## config.mk

```make
export PLATFORM = sky130hd
export DESIGN_NAME = jump_branch_sequencer
export DESIGN_NICKNAME = d
export VERILOG_FILES = /design/src/rtl/jump_branch_sequencer.sv
export SDC_FILE = /design/constraint.sdc
export NUM_CORES = 1
export LEC_CHECK = 0
export BUFFER_PORTS_ARGS = -buffer_cell sky130_fd_sc_hd__buf_2
export CELL_PAD_IN_SITES_DETAIL_PLACEMENT = 0
export CELL_PAD_IN_SITES_GLOBAL_PLACEMENT = 1
export CORE_MARGIN = 3
export CORE_UTILIZATION = 29
export CTS_BUF_LIST = sky130_fd_sc_hd__clkbuf_8 sky130_fd_sc_hd__clkbuf_16
export DETAILED_ROUTE_END_ITERATION = 8
export HOLD_SLACK_MARGIN = 0.08
export PLACE_DENSITY_LB_ADDON = 0.12
export SLEW_MARGIN = 0
export SYNTH_ARGS = -nofsm -noshare
export SYNTH_HDL_FRONTEND = slang
export SYNTH_SLANG_ARGS = --single-unit
```

## constraint.sdc

```tcl
create_clock -name clk -period 3.2 [get_ports clk]
set_input_delay 0.64 -clock clk [delete_from_list [all_inputs] [get_ports clk]]
set_output_delay 0.64 -clock clk [all_outputs]
set_load 0.005 [all_outputs]
```

## src/rtl/jump_branch_sequencer.sv

```systemverilog
// -----------------------------------------------------------------------------
// jump_branch_sequencer
//
// Hardwired control sequencer for instruction fetch and the control-transfer
// instructions jr, jal and conditional branch. It steps through T-states and
// drives the Datapath2 control inputs. The fetch includes optional memory wait
// states, and a start/busy/done handshake frames each instruction.
//
// Every output is decoded from the state register (Moore style), so a state's
// signals hold for its whole cycle. The one exception is PCin in T6, which
// follows con_ff within that cycle.
//
// Ports
//   clk          in   1            clock, rising edge
//   clr          in   1            asynchronous active-high reset
//   start        in   1            begin one fetch+execute, sampled only in IDLE
//   ir           in   DATA_WIDTH   instruction register contents (valid from T3)
//   con_ff       in   1            CON flip-flop output from the datapath
//   PCout, Zlowout, MDRout, Cout, Rout, BAout    out  bus-drive enables
//   MARin, Zin, PCin, MDRin, IRin, Yin, Rin, CONin out register load enables
//   Read         out  1            memory read strobe
//   Gra, Grb, Grc out 1            register-field selects
//   alu_op       out  5            ALU opcode to the datapath
//   busy         out  1            high in every state except IDLE
//   done         out  1            one-cycle pulse at the end of an instruction
//   illegal      out  1            valid with done: opcode was not BR/JAL/JR
//   tstate       out  4            current state code (debug)
// -----------------------------------------------------------------------------
module jump_branch_sequencer #(
    parameter int         DATA_WIDTH = 32,
    parameter int         MEM_WAIT   = 0,
    parameter logic [4:0] OP_BR      = 5'd18,
    parameter logic [4:0] OP_JAL     = 5'd19,
    parameter logic [4:0] OP_JR      = 5'd20,
    parameter logic [4:0] ALU_INC    = 5'd12,
    parameter logic [4:0] ALU_ADD    = 5'd3
) (
    input  logic                  clk,
    input  logic                  clr,
    input  logic                  start,
    input  logic [DATA_WIDTH-1:0] ir,
    input  logic                  con_ff,
    output logic                  PCout,
    output logic                  Zlowout,
    output logic                  MDRout,
    output logic                  Cout,
    output logic                  Rout,
    output logic                  BAout,
    output logic                  MARin,
    output logic                  Zin,
    output logic                  PCin,
    output logic                  MDRin,
    output logic                  IRin,
    output logic                  Yin,
    output logic                  Rin,
    output logic                  CONin,
    output logic                  Read,
    output logic                  Gra,
    output logic                  Grb,
    output logic                  Grc,
    output logic [4:0]            alu_op,
    output logic                  busy,
    output logic                  done,
    output logic                  illegal,
    output logic [3:0]            tstate
);

    typedef enum logic [3:0] {
        S_IDLE = 4'd0,
        S_T0   = 4'd1,
        S_T1   = 4'd2,
        S_T2   = 4'd3,
        S_T3   = 4'd4,
        S_T4   = 4'd5,
        S_T5   = 4'd6,
        S_T6   = 4'd7,
        S_DONE = 4'd8
    } state_t;

    // Value of the wait counter in the final T1 cycle (the memory data is ready).
    localparam logic [3:0] WAIT_LAST = 4'(MEM_WAIT);

    state_t     state_q, state_d;
    logic [3:0] wait_q, wait_d;
    logic       illegal_q, illegal_d;
    logic       is_br_q, is_br_d;
    logic [4:0] opcode_s;
    logic       unused_ir_s;

    // True when the opcode is one of the control-transfer instructions handled here.
    function automatic logic op_is_legal(input logic [4:0] op);
        return (op == OP_BR) || (op == OP_JAL) || (op == OP_JR);
    endfunction

    assign opcode_s    = ir[DATA_WIDTH-1 -: 5];
    assign unused_ir_s = ^ir[DATA_WIDTH-6:0];
    assign tstate      = state_q;

    // State, wait counter and decode-time flags; clr abandons any instruction.
    always_ff @(posedge clk or posedge clr) begin
        if (clr) begin
            state_q   <= S_IDLE;
            wait_q    <= 4'd0;
            illegal_q <= 1'b0;
            is_br_q   <= 1'b0;
        end else begin
            state_q   <= state_d;
            wait_q    <= wait_d;
            illegal_q <= illegal_d;
            is_br_q   <= is_br_d;
        end
    end

    // Next-state logic, wait counting and capture of decode results.
    always_comb begin
        state_d   = state_q;
        wait_d    = wait_q;
        illegal_d = illegal_q;
        is_br_d   = is_br_q;
        case (state_q)
            S_IDLE: begin
                if (start) begin
                    state_d   = S_T0;
                    wait_d    = 4'd0;
                    illegal_d = 1'b0;
                    is_br_d   = 1'b0;
                end else begin
                    state_d   = S_IDLE;
                end
            end
            S_T0: begin
                state_d = S_T1;
                wait_d  = 4'd0;
            end
            S_T1: begin
                if (wait_q == WAIT_LAST) begin
                    state_d = S_T2;
                    wait_d  = 4'd0;
                end else begin
                    wait_d  = wait_q + 4'd1;
                end
            end
            S_T2: begin
                state_d = S_T3;
            end
            S_T3: begin
                // The instruction type is latched here so later states do not
                // depend on ir staying stable.
                is_br_d   = (opcode_s == OP_BR);
                illegal_d = !op_is_legal(opcode_s);
                if ((opcode_s == OP_JAL) || (opcode_s == OP_BR)) begin
                    state_d = S_T4;
                end else begin
                    state_d = S_DONE;
                end
            end
            S_T4: begin
                if (is_br_q) begin
                    state_d = S_T5;
                end else begin
                    state_d = S_DONE;
                end
            end
            S_T5: begin
                state_d = S_T6;
            end
            S_T6: begin
                state_d = S_DONE;
            end
            S_DONE: begin
                state_d = S_IDLE;
            end
            default: begin
                state_d   = S_IDLE;
                wait_d    = 4'd0;
                illegal_d = 1'b0;
                is_br_d   = 1'b0;
            end
        endcase
    end

    // Control-signal decode. Each state drives at most one bus source.
    always_comb begin
        PCout   = 1'b0;
        Zlowout = 1'b0;
        MDRout  = 1'b0;
        Cout    = 1'b0;
        Rout    = 1'b0;
        BAout   = 1'b0;
        MARin   = 1'b0;
        Zin     = 1'b0;
        PCin    = 1'b0;
        MDRin   = 1'b0;
        IRin    = 1'b0;
        Yin     = 1'b0;
        Rin     = 1'b0;
        CONin   = 1'b0;
        Read    = 1'b0;
        Gra     = 1'b0;
        Grb     = 1'b0;
        Grc     = 1'b0;
        alu_op  = 5'd0;
        busy    = 1'b1;
        done    = 1'b0;
        illegal = 1'b0;
        case (state_q)
            S_IDLE: begin
                busy = 1'b0;
            end
            S_T0: begin
                PCout  = 1'b1;
                MARin  = 1'b1;
                Zin    = 1'b1;
                alu_op = ALU_INC;
            end
            S_T1: begin
                Read = 1'b1;
                // PC+1 is written back only once, however long the read stalls.
                if (wait_q == 4'd0) begin
                    Zlowout = 1'b1;
                    PCin    = 1'b1;
                end else begin
                    Zlowout = 1'b0;
                    PCin    = 1'b0;
                end
                if (wait_q == WAIT_LAST) begin
                    MDRin = 1'b1;
                end else begin
                    MDRin = 1'b0;
                end
            end
            S_T2: begin
                MDRout = 1'b1;
                IRin   = 1'b1;
            end
            S_T3: begin
                case (opcode_s)
                    OP_JR: begin
                        Gra  = 1'b1;
                        Rout = 1'b1;
                        PCin = 1'b1;
                    end
                    OP_JAL: begin
                        // Link: the already-incremented PC goes into Rb.
                        PCout = 1'b1;
                        Grb   = 1'b1;
                        Rin   = 1'b1;
                    end
                    OP_BR: begin
                        Gra   = 1'b1;
                        Rout  = 1'b1;
                        CONin = 1'b1;
                    end
                    default: begin
                        Gra = 1'b0;
                    end
                endcase
            end
            S_T4: begin
                if (is_br_q) begin
                    PCout = 1'b1;
                    Yin   = 1'b1;
                end else begin
                    Gra  = 1'b1;
                    Rout = 1'b1;
                    PCin = 1'b1;
                end
            end
            S_T5: begin
                Cout   = 1'b1;
                Zin    = 1'b1;
                alu_op = ALU_ADD;
            end
            S_T6: begin
                // The branch target is loaded only when the condition holds.
                Zlowout = 1'b1;
                PCin    = con_ff;
            end
            S_DONE: begin
                done    = 1'b1;
                illegal = illegal_q;
            end
            default: begin
                busy = 1'b0;
            end
        endcase
    end

endmodule

```

==> results_dict.tcl, run 1 <==
set metrics [dict create \
    peakVddDrop_uv 347.8 \
    max_freq_ghz 0.3872 \
    switchingPower_uw 336.9 \
    insertion_delay_ns 0.23 \
    met1Wirelength_mm 1.136 \
    hold_viol 0 \
    top_layer_used "met4" \
    cp_max_fo 21 \
    htreeDepth 1 \
    wl_met2_um 942 \
    wl_per_cell_um 13.01 \
    overflow 0 \
    hpwl_mm 1.656 \
    core_sq_um 2877 \
    start_kind "register" \
    die_h_um 62.28 \
    rsz0062_at_grt "no" \
    status "completed" \
    final.setup.tns_ns 0 \
    synth-seq-area-share 0.2725 \
    rows 19 \
    finalWorstSetupSlack_ns 0.6176 \
    ys_types 41 \
    grt_pass1_vias 735 \
    cts_root_buffer "clkbuf_8" \
    ys_ff_latch 10 \
    gp_congestion 0.7304 \
    cts.sinks 10 \
    routed_via_density 4.760 \
    drtAntennaViolNets 0 \
    syn_area_per_cell_sq_um 8.664 \
    cts_setup_buffers 0 \
    synth_cells 106 \
    cp_cell_sequence "nor4b_1 > and3_1 > o21bai_1 > buf_2" \
    slew_headroom 0.5753 \
    dr.first_iter.drc_count 29 \
    crit_arrival_ns 1.94 \
    cp.required_ns 2.56 \
    comb_power_share 0.516 \
    diodes 0 \
    grt_pass1_wl_mm 3.670 \
    p_seq_frac 0.322 \
    cts_resized 0 \
    nNetsFinal 169 \
    clk_pin_slew_ns 0.05 \
    r2r-start "tstate[2]$_DFFE_PP0P_" \
    skew_ns 0.001963 \
    cts_tree "done" \
    numCtsBuffers 3 \
    met3_length_um 132 \
    cpMaxStageDelayCell "dfrtp_1" \
    tightest_slew_ns 0.6370 \
    critPathKind "reg -> out" \
    grt_max_degree 22 \
    cap_viol_max_count 0 \
    vias 814 \
    dp_slack_ns 0.8017 \
    drt-pass1-iter-count 4 \
    cpPeakStageDelay_ns 0.74 \
    syn_area_sq_um 918.4 \
    drive_gt1_frac 0.3488 \
    setup_viol 0 \
    internal_power_uw 439.3 \
    syn_to_final_growth_pct 17.44 \
    hp-class "in -> async" \
    die_x_um 62.28 \
    synth_edf_count 0 \
    yosysWarnings 0 \
    synth_ff_type "dfrtp_1" \
    finalWirelength_mm 2.225 \
    num_io_pins 66 \
    finalCriticalPeriod_ns 2.582 \
    die_area_sq_um 3878 \
    fin_crit_sh 0.8070 \
    drc 0 \
    clk_path_buf_depth 2 \
    io_buffer_count 35 \
    worst_setup_path_end_kind "primary output" \
    cts_hold_buf 0 \
    power_density_nw_per_um2 719.7 \
    start_util 0.3193 \
    drv_slew 0 \
    r2r_setup_slack_ns 1.55 \
    leakage_nw 0.5384 \
    grt.total_usage 0.1147 \
    synthArstFlopShare 1.000 \
    reg2reg_to "illegal_q$_DFFE_PP0P_" \
    p_clk_frac 0.162 \
    antenna_found_initial 0 \
    r2r_cells 3 \
    swShare 0.4341 \
]
## cells in the mapped netlist, types with 2 or more instances
| cell | number | area [sq um] |
|---|---|---|
| xnor2_1 | 2 | 17.52 |
| nand3_1 | 3 | 15.01 |
| a21oi_1 | 5 | 25.02 |
| and3_1 | 3 | 18.77 |
| a22o_1 | 2 | 17.52 |
| nor3_1 | 2 | 10.01 |
| dfrtp_1 | 10 | 250.2 |
| ha_1 | 2 | 25.02 |
| buf_4 | 10 | 75.07 |
| clkbuf_1 | 3 | 11.26 |
| nor4b_1 | 3 | 26.28 |
| nand2_1 | 3 | 11.26 |
| buf_2 | 3 | 15.01 |
| nand2b_1 | 3 | 18.77 |
| buf_6 | 2 | 22.52 |
| nor2_1 | 6 | 22.52 |
| and2_1 | 3 | 18.77 |
| nand3b_1 | 3 | 22.52 |
| a2111oi_0 | 2 | 17.52 |
| nor2b_1 | 4 | 25.02 |
| o21ai_0 | 2 | 10.01 |
| inv_1 | 6 | 22.52 |
| nor3b_1 | 4 | 30.03 |
| or3b_2 | 2 | 17.52 |
| o2bb2ai_1 | 2 | 17.52 |
## flip-flops by register name, indices dropped and copies added (netlist names)
| signal | flops |
|---|---|
| wait_q | 4 |
| illegal_q | 1 |
| tstate | 4 |
| is_br_q | 1 |
## metal layers
layer,vias to the layer above,global-route usage
li1,412,-
met1,375,0.1654
met2,25,0.1613
met3,2,0.04324
met4,0,0.02479
met5,-,0
## area by class of cell
| class | count | area, sq um |
|---|---|---|
| Fill cell | 325 | 1798 |
| Inverter | 6 | 22.52 |
| Tap cell | 42 | 52.55 |
| Sequential cell | 10 | 250.2 |
| Multi-Input combinational cell | 74 | 529.3 |
| Timing Repair Buffer | 36 | 182.7 |
| Clock buffer | 3 | 41.29 |
## placed cells by master, fill, tap and decap left out, types with 2 or more instances in the layout
master / synthesis / routed
ha_1: 2 / 2
nand3_1: 3 / 3
nor3_1: 2 / 2
a21oi_1: 5 / 5
nor3b_1: 4 / 4
clkbuf_8: 0 / 3
and3_1: 3 / 3
xnor2_1: 2 / 2
a22o_1: 2 / 2
and2_1: 3 / 3
conb_1: 1 / 3
buf_2: 3 / 35
nand2b_1: 3 / 3
nor4b_1: 3 / 3
o21ai_0: 2 / 2
nand3b_1: 3 / 3
nor2_1: 6 / 6
nand2_1: 3 / 3
nor2b_1: 4 / 4
or3b_2: 2 / 2
a2111oi_0: 2 / 2
inv_1: 6 / 6
o2bb2ai_1: 2 / 2
dfrtp_1: 10 / 10
## metrics by stage
stage	area, sq um	power (mW)	cells	util	hold slack (ns)
6_report	1079	0.7762	171	0.3749	0.3826
5_1_grt	1079	0.8523	171	0.3749	0.4284
4_1_cts	1079	0.7879	171	0.3749	0.4053
3_5_place_dp	1037	0.6575	168	0.3606	0.5164
3_3_place_gp	1037	0.6552	168	0.3606	0.5190
2_1_floorplan	925.9	0.5490	108	-	0.4650
## logic make-up (layout without fill, tap and decap cells)
logic type | Yosys count | in the layout | share of synthesized area
AND/OR/NAND/NOR | 46 | 46 | 0.3556
buffers and inverters | 24 | 45 | 0.1594
AO/OA/AOI/OAI | 21 | 21 | 0.1622
flip-flops | 10 | 10 | 0.2725
adder cells (fa/ha/maj) | 2 | 2 | 0.02724
XOR/XNOR | 2 | 2 | 0.01908
other | 1 | 3 | 0.004083
## critical path: cells and delay by family (launching register included)
kind | cells | cell delay, ns
flops | 1 | 0.74
simple gates | 2 | 0.73
buf+inv | 1 | 0.13
compound gates | 1 | 0.12
## worst max-delay path by stage
stage / start / to / slack [ns] / cells after the start
after floorplan: ir[27] / Rout / 1.07 / 4
after global placement: ir[27] / Gra / 0.84 / 5
after detailed placement: ir[27] / Gra / 0.80 / 5
after CTS: tstate[2]$_DFFE_PP0P_ / PCout / 0.59 / 4
after global routing: tstate[2]$_DFFE_PP0P_ / PCout / 0.39 / 4
final: tstate[2]$_DFFE_PP0P_ / PCout / 0.62 / 4
## power groups by stage
| stage | Sequential (mW) | Combinational, mW | Clock (mW) |
|---|---|---|---|
| floorplan | 0.168 | 0.381 | 0 |
| global placement | 0.251 | 0.405 | 0 |
| detailed placement | 0.254 | 0.404 | 0 |
| CTS | 0.251 | 0.407 | 0.130 |
| global route | 0.263 | 0.452 | 0.137 |
| finish | 0.250 | 0.400 | 0.126 |
(Power assumes the default switching activity.)
==> run 2, diff against run 1 <==
--- a/config.mk
+++ b/config.mk
@@ -5,11 +5,12 @@
 export SDC_FILE = /design/constraint.sdc
 export NUM_CORES = 1
 export LEC_CHECK = 0
+export ABC_AREA = 1
 export BUFFER_PORTS_ARGS = -buffer_cell sky130_fd_sc_hd__buf_2
 export CELL_PAD_IN_SITES_DETAIL_PLACEMENT = 0
 export CELL_PAD_IN_SITES_GLOBAL_PLACEMENT = 1
 export CORE_MARGIN = 3
-export CORE_UTILIZATION = 29
+export CORE_UTILIZATION = 22
 export CTS_BUF_LIST = sky130_fd_sc_hd__clkbuf_8 sky130_fd_sc_hd__clkbuf_16
 export DETAILED_ROUTE_END_ITERATION = 8
 export HOLD_SLACK_MARGIN = 0.08
==> constraint.sdc (replaced) <==
create_clock -name clk -period 2.35 [get_ports clk]
set_input_delay 0.47 -clock clk [delete_from_list [all_inputs] [get_ports clk]]
set_output_delay 0.47 -clock clk [all_outputs]
set_load 0.005 [all_outputs]
==> results_dict.tcl, run 2 <==
set metrics [dict create \
    dr.first_iter.drc_count 44 \
    cts_tree "done" \
    p_seq_frac 0.256 \
    comb_power_share 0.595 \
    die_h_um 67.50 \
    internal_power_uw 595.2 \
    drive_gt1_frac 0.3419 \
    antenna_found_initial 0 \
    synth_largest_area_cell "dfrtp_1" \
    drc 0 \
    nNetsFinal 195 \
    drtAntennaViolNets 0 \
    numCtsBuffers 3 \
    status "completed" \
    worst_setup_path_end_kind "primary output" \
    insertion_delay_ns 0.23 \
    clk_path_buf_depth 2 \
    drv_slew 0 \
    rows 21 \
    ys_ff_latch 10 \
    use_met1 0.1481 \
    die_x_um 67.50 \
    cts_resized 0 \
    grt.total_usage 0.1052 \
    yosysWarnings 0 \
    finish.utilization 0.2972 \
    cts_setup_buffers 0 \
    grt_util_met3 0.03328 \
    synth_cells 125 \
    vias 843 \
    cts_hold_buf 0 \
    grt_use_met2 0.1555 \
    cts_root_buffer "clkbuf_8" \
    num_io_pins 66 \
    htreeDepth 1 \
    critPathKind "reg -> out" \
    final.setup.tns_ns 0 \
    die_area_sq_um 4556 \
    final_cell_mix "buf_2, nand2_1, inv_1" \
    leakage_nw 0.6946 \
    setup_viol 0 \
    start_util 0.2381 \
    swShare 0.4806 \
    grt_pass1_vias 809 \
    grt_max_degree 11 \
    drt-pass1-iter-count 4 \
    max_freq_ghz 0.5104 \
    p_clk_frac 0.148 \
    syn_area_per_cell_sq_um 6.656 \
    gp_congestion 0.7518 \
    ys_types 23 \
    grt-busiest-layer "met2" \
    synth_common_cells "nand2_1, inv_1, nor2_1" \
    finalCriticalPeriod_ns 1.959 \
    core_sq_um 3495 \
    synth_most_common_cell "nand2_1" \
    cp_max_fo 7 \
    syn_to_final_growth_pct 24.81 \
    cts.sinks 10 \
    io_buffer_count 35 \
    overflow 0 \
    power_density_nw_per_um2 1103 \
    syn_area_sq_um 832.0 \
    cap_viol_max_count 0 \
    synth_ff_type "dfrtp_1" \
    layout_commonest_cell "buf_2" \
    synth_top_area_share 0.3008 \
    peakVddDrop_uv 531.2 \
    rsz0062_at_grt "no" \
    start_kind "register" \
    switchingPower_uw 550.7 \
    finalWirelength_mm 2.152 \
    hold_viol 0 \
    cp.required_ns 1.88 \
    synth_edf_count 0 \
    grt_pass1_wl_mm 3.629 \
    synthArstFlopShare 1.000 \
    hp-class "in -> async" \
    routed_via_density 4.194 \
    hpwl_mm 1.804 \
    ys_top_cells_by_area "dfrtp_1, nand2_1, buf_4, nand3_1, inv_1" \
    synth-seq-area-share 0.3008 \
    skew_ns 0.003168 \
    wl_per_cell_um 10.71 \
    crit_arrival_ns 1.49 \
    fin_crit_sh 0.8337 \
    clk_pin_slew_ns 0.05 \
    diodes 0 \
]
==> run 2: cell count changes after synthesis, sizes merged, moves of 4 or more <==
cell,before,now
buf,15,10
inv,6,23
nand2,3,31
nand3,3,15
nor2,6,18
nor2b,4,0
nor3b,4,0
nor4b,4,0
==> run 2: logic make-up (layout without fill, tap and decap cells) <==
logic type / Yosys count / in the layout / share of synthesized area
other cells: 1 / 3 / 0.004507
xor+xnor: 2 / 2 / 0.02106
flops: 10 / 10 / 0.3008
simple gates: 68 / 68 / 0.3910
buf+inv: 33 / 61 / 0.1940
fa+ha+maj: 2 / 2 / 0.03007
compound gates: 9 / 9 / 0.05865
==> run 2: layer usage <==
metal,share of wire,wire (um)
met1,0.50,1075
met2,0.43,934
met3,0.060,129
met4,0.0060,13
met5,0,0
==> run 2: worst max-delay path: stages (launching register included) <==
cell     delay, ns
dfrtp_1       0.49
nor2_4        0.22
nand3_2       0.14
nor2_1        0.19
a21oi_1       0.06
nand2_1       0.06
buf_2         0.10
==> run 2: path summary, 6_finish.rpt <==
path                                        from                     to  slack [ns]  depth (start not counted)
max                        tstate[2]$_DFFE_PP0P_                   PCin        0.39                          6
max reg2reg                tstate[2]$_DFFE_PP0P_  tstate[0]$_DFFE_PP0P_        1.10                          6
max in group asynchronous                    clr  wait_q[0]$_DFFE_PP0P_        1.84                          2
min                                          clr  wait_q[3]$_DFFE_PP0P_        0.22                          2
min in group clk           illegal_q$_DFFE_PP0P_  illegal_q$_DFFE_PP0P_        0.47                          2
min reg2reg                illegal_q$_DFFE_PP0P_  illegal_q$_DFFE_PP0P_        0.47                          2
==> run 2: through the flow <==
step           hold WS (ns)  power, mW  instances  worst slack, ns  area, sq um
2_1_floorplan        0.3102     0.7544        127           0.7543        839.6
3_3_place_gp         0.4589     0.9933        198           0.6003        997.2
3_5_place_dp         0.4694     0.9872        198           0.6169        997.2
4_1_cts              0.2349      1.168        201           0.3603         1039
5_1_grt              0.2508      1.280        201           0.2238         1039
6_report             0.2195      1.146        201           0.3909         1039
==> run 2: final cells by class <==
| type | count | area [sq um] |
|---|---|---|
| clock buffers | 3 | 41.29 |
| fillers | 396 | 2456 |
| inverters | 23 | 86.33 |
| well taps | 46 | 57.56 |
| flip-flops and latches | 10 | 250.2 |
| repair buffers | 35 | 175.2 |
| multi-input cells | 84 | 427.9 |
==> run 2: power by group through the flow <==
| stage | Sequential, mW | Combinational, mW | Clock [mW] |
|---|---|---|---|
| after global placement | 0.297 | 0.696 | 0 |
| after global routing | 0.305 | 0.781 | 0.194 |
| after floorplan | 0.284 | 0.471 | 0 |
| after detailed placement | 0.297 | 0.690 | 0 |
| final | 0.294 | 0.682 | 0.170 |
| after CTS | 0.294 | 0.694 | 0.180 |
==> run 3, diff against run 2 <==
==> constraint.sdc (replaced) <==
create_clock -name clk -period 1.6 [get_ports clk]
set_input_delay 0.32 -clock clk [delete_from_list [all_inputs] [get_ports clk]]
set_output_delay 0.32 -clock clk [all_outputs]
set_load 0.005 [all_outputs]
==> results_dict.tcl, run 3 (same netlist as run 2, synthesis figures left out) <==
set metrics [dict create \
    peakVddDrop_uv 648.4 \
    die_x_um 67.50 \
    syn_to_final_growth_pct 74.89 \
    final_cell_mix "buf_2, buf_4, nand2_1" \
    cap_viol_max_count 0 \
    drtAntennaViolNets 0 \
    layout_commonest_cell "buf_2" \
    htreeDepth 1 \
    grt_max_degree 11 \
    worst_setup_path_end_kind "primary output" \
    cts_root_buffer "clkbuf_8" \
    io_buffer_count 35 \
    hpwl_mm 1.929 \
    die_area_sq_um 4556 \
    core_sq_um 3495 \
    violations "setup timing" \
    nNetsFinal 224 \
    finalWorstSetupSlack_ns -0.06726 \
    drc 0 \
    final_area_sq_um 1455 \
    drv_slew 0 \
    r2r-start "tstate[2]$_DFFE_PP0P_" \
    fin_crit_sh 1.042 \
    insertion_delay_ns 0.24 \
    diodes 0 \
    r2r_setup_slack_ns 0.18 \
    grt_pass1_vias 926 \
    vias 981 \
    num_io_pins 66 \
    critPathKind "reg -> out" \
    grt_pass1_wl_mm 4.181 \
    finish.utilization 0.4164 \
    status "finished with violations" \
    numCtsBuffers 3 \
    power_mw 2.659 \
    hold_viol 0 \
    dr.first_iter.drc_count 44 \
    r2r_cells 9 \
    power_density_nw_per_um2 1827 \
    clk_pin_slew_ns 0.05 \
    rsz0062_at_grt "yes" \
    overflow 0 \
    grt.total_usage 0.1238 \
    finalCriticalPeriod_ns 1.667 \
    rows 21 \
    setup_viol 7 \
    routed_via_density 4.265 \
    die_h_um 67.50 \
    crit_arrival_ns 1.35 \
    skew_ns 0.004681 \
    cp_max_fo 5 \
    gp_congestion 0.7354 \
    finalWirelength_mm 2.675 \
    start_kind "register" \
    start_util 0.2381 \
    cp.required_ns 1.28 \
    place_area_sq_um 1050 \
    hp-class "in -> async" \
    drt-pass1-iter-count 4 \
    cts.sinks 10 \
    antenna_found_initial 0 \
    leakage_nw 0.8695 \
    cts_tree "done" \
    final.setup.tns_ns -0.3769 \
    drive_gt1_frac 0.5761 \
    reg2reg_to "wait_q[3]$_DFFE_PP0P_" \
    clk_path_buf_depth 2 \
    wl_per_cell_um 11.63 \
    max_freq_ghz 0.5998 \
]
run 3: cell count changes in the layout (fill, tap and decap cells not counted), sizes merged:
cell	previous run	this run
buf	35	64
run 3: area by class of cell:
class,instances,area [sq um]
clock buffers,3,41.29
fillers,377,2039
inverters,23,93.84
multi-input cells,84,561.8
flip-flops and latches,10,251.5
well taps,46,57.56
repair buffers,64,449.2
run 3: through the flow:
step / hold WS [ns] / setup WS [ns] / instances
floorplan: 0.1602 / 0.1543 / 127
global placement: 0.3393 / 0.08139 / 205
detailed placement: 0.3453 / 0.08084 / 205
CTS: 0.08276 / -0.05984 / 223
global route: 0.1066 / -0.1554 / 230
finish: 0.06459 / -0.06726 / 230
run 3: critical path: stages, from the launching register on:
cell	delay, ns
dfrtp_2	0.46
nor2_4	0.16
nand3_4	0.12
buf_4	0.15
o22ai_2	0.08
buf_2	0.13
run 3: worst max-delay path by stage:
stage                               start  slack (ns)  cells after the start      end
floorplan           tstate[0]$_DFFE_PP0P_        0.15                      8     Rout
global placement    tstate[2]$_DFFE_PP0P_        0.08                      6     PCin
detailed placement  tstate[2]$_DFFE_PP0P_        0.08                      7    PCout
CTS                 tstate[1]$_DFFE_PP0P_       -0.06                      8      Gra
global route        tstate[1]$_DFFE_PP0P_       -0.16                      6    PCout
finish              tstate[2]$_DFFE_PP0P_       -0.07                      5  Zlowout
run 3: power breakdown:
group	internal, mW	total [mW]	switching (mW)
Clock	0.165	0.262	0.0976
Combinational	0.995	2.01	1.01
Sequential	0.314	0.391	0.0767
run 3: timing repair:
action,in CTS,in global routing
hold buffers,0,0
endpoints found under the setup margin,22,22
pin swaps,8,9
gates resized for setup,13,37
setup buffers,15,8
run 3: layer usage:
layer | up-vias | routed length, um | GRT usage
met5 | - | 0 | 0
met4 | 0 | 28 | 0.03797
met3 | 6 | 169 | 0.04326
met2 | 32 | 1253 | 0.1908
met1 | 446 | 1223 | 0.1608
li1 | 497 | - | -
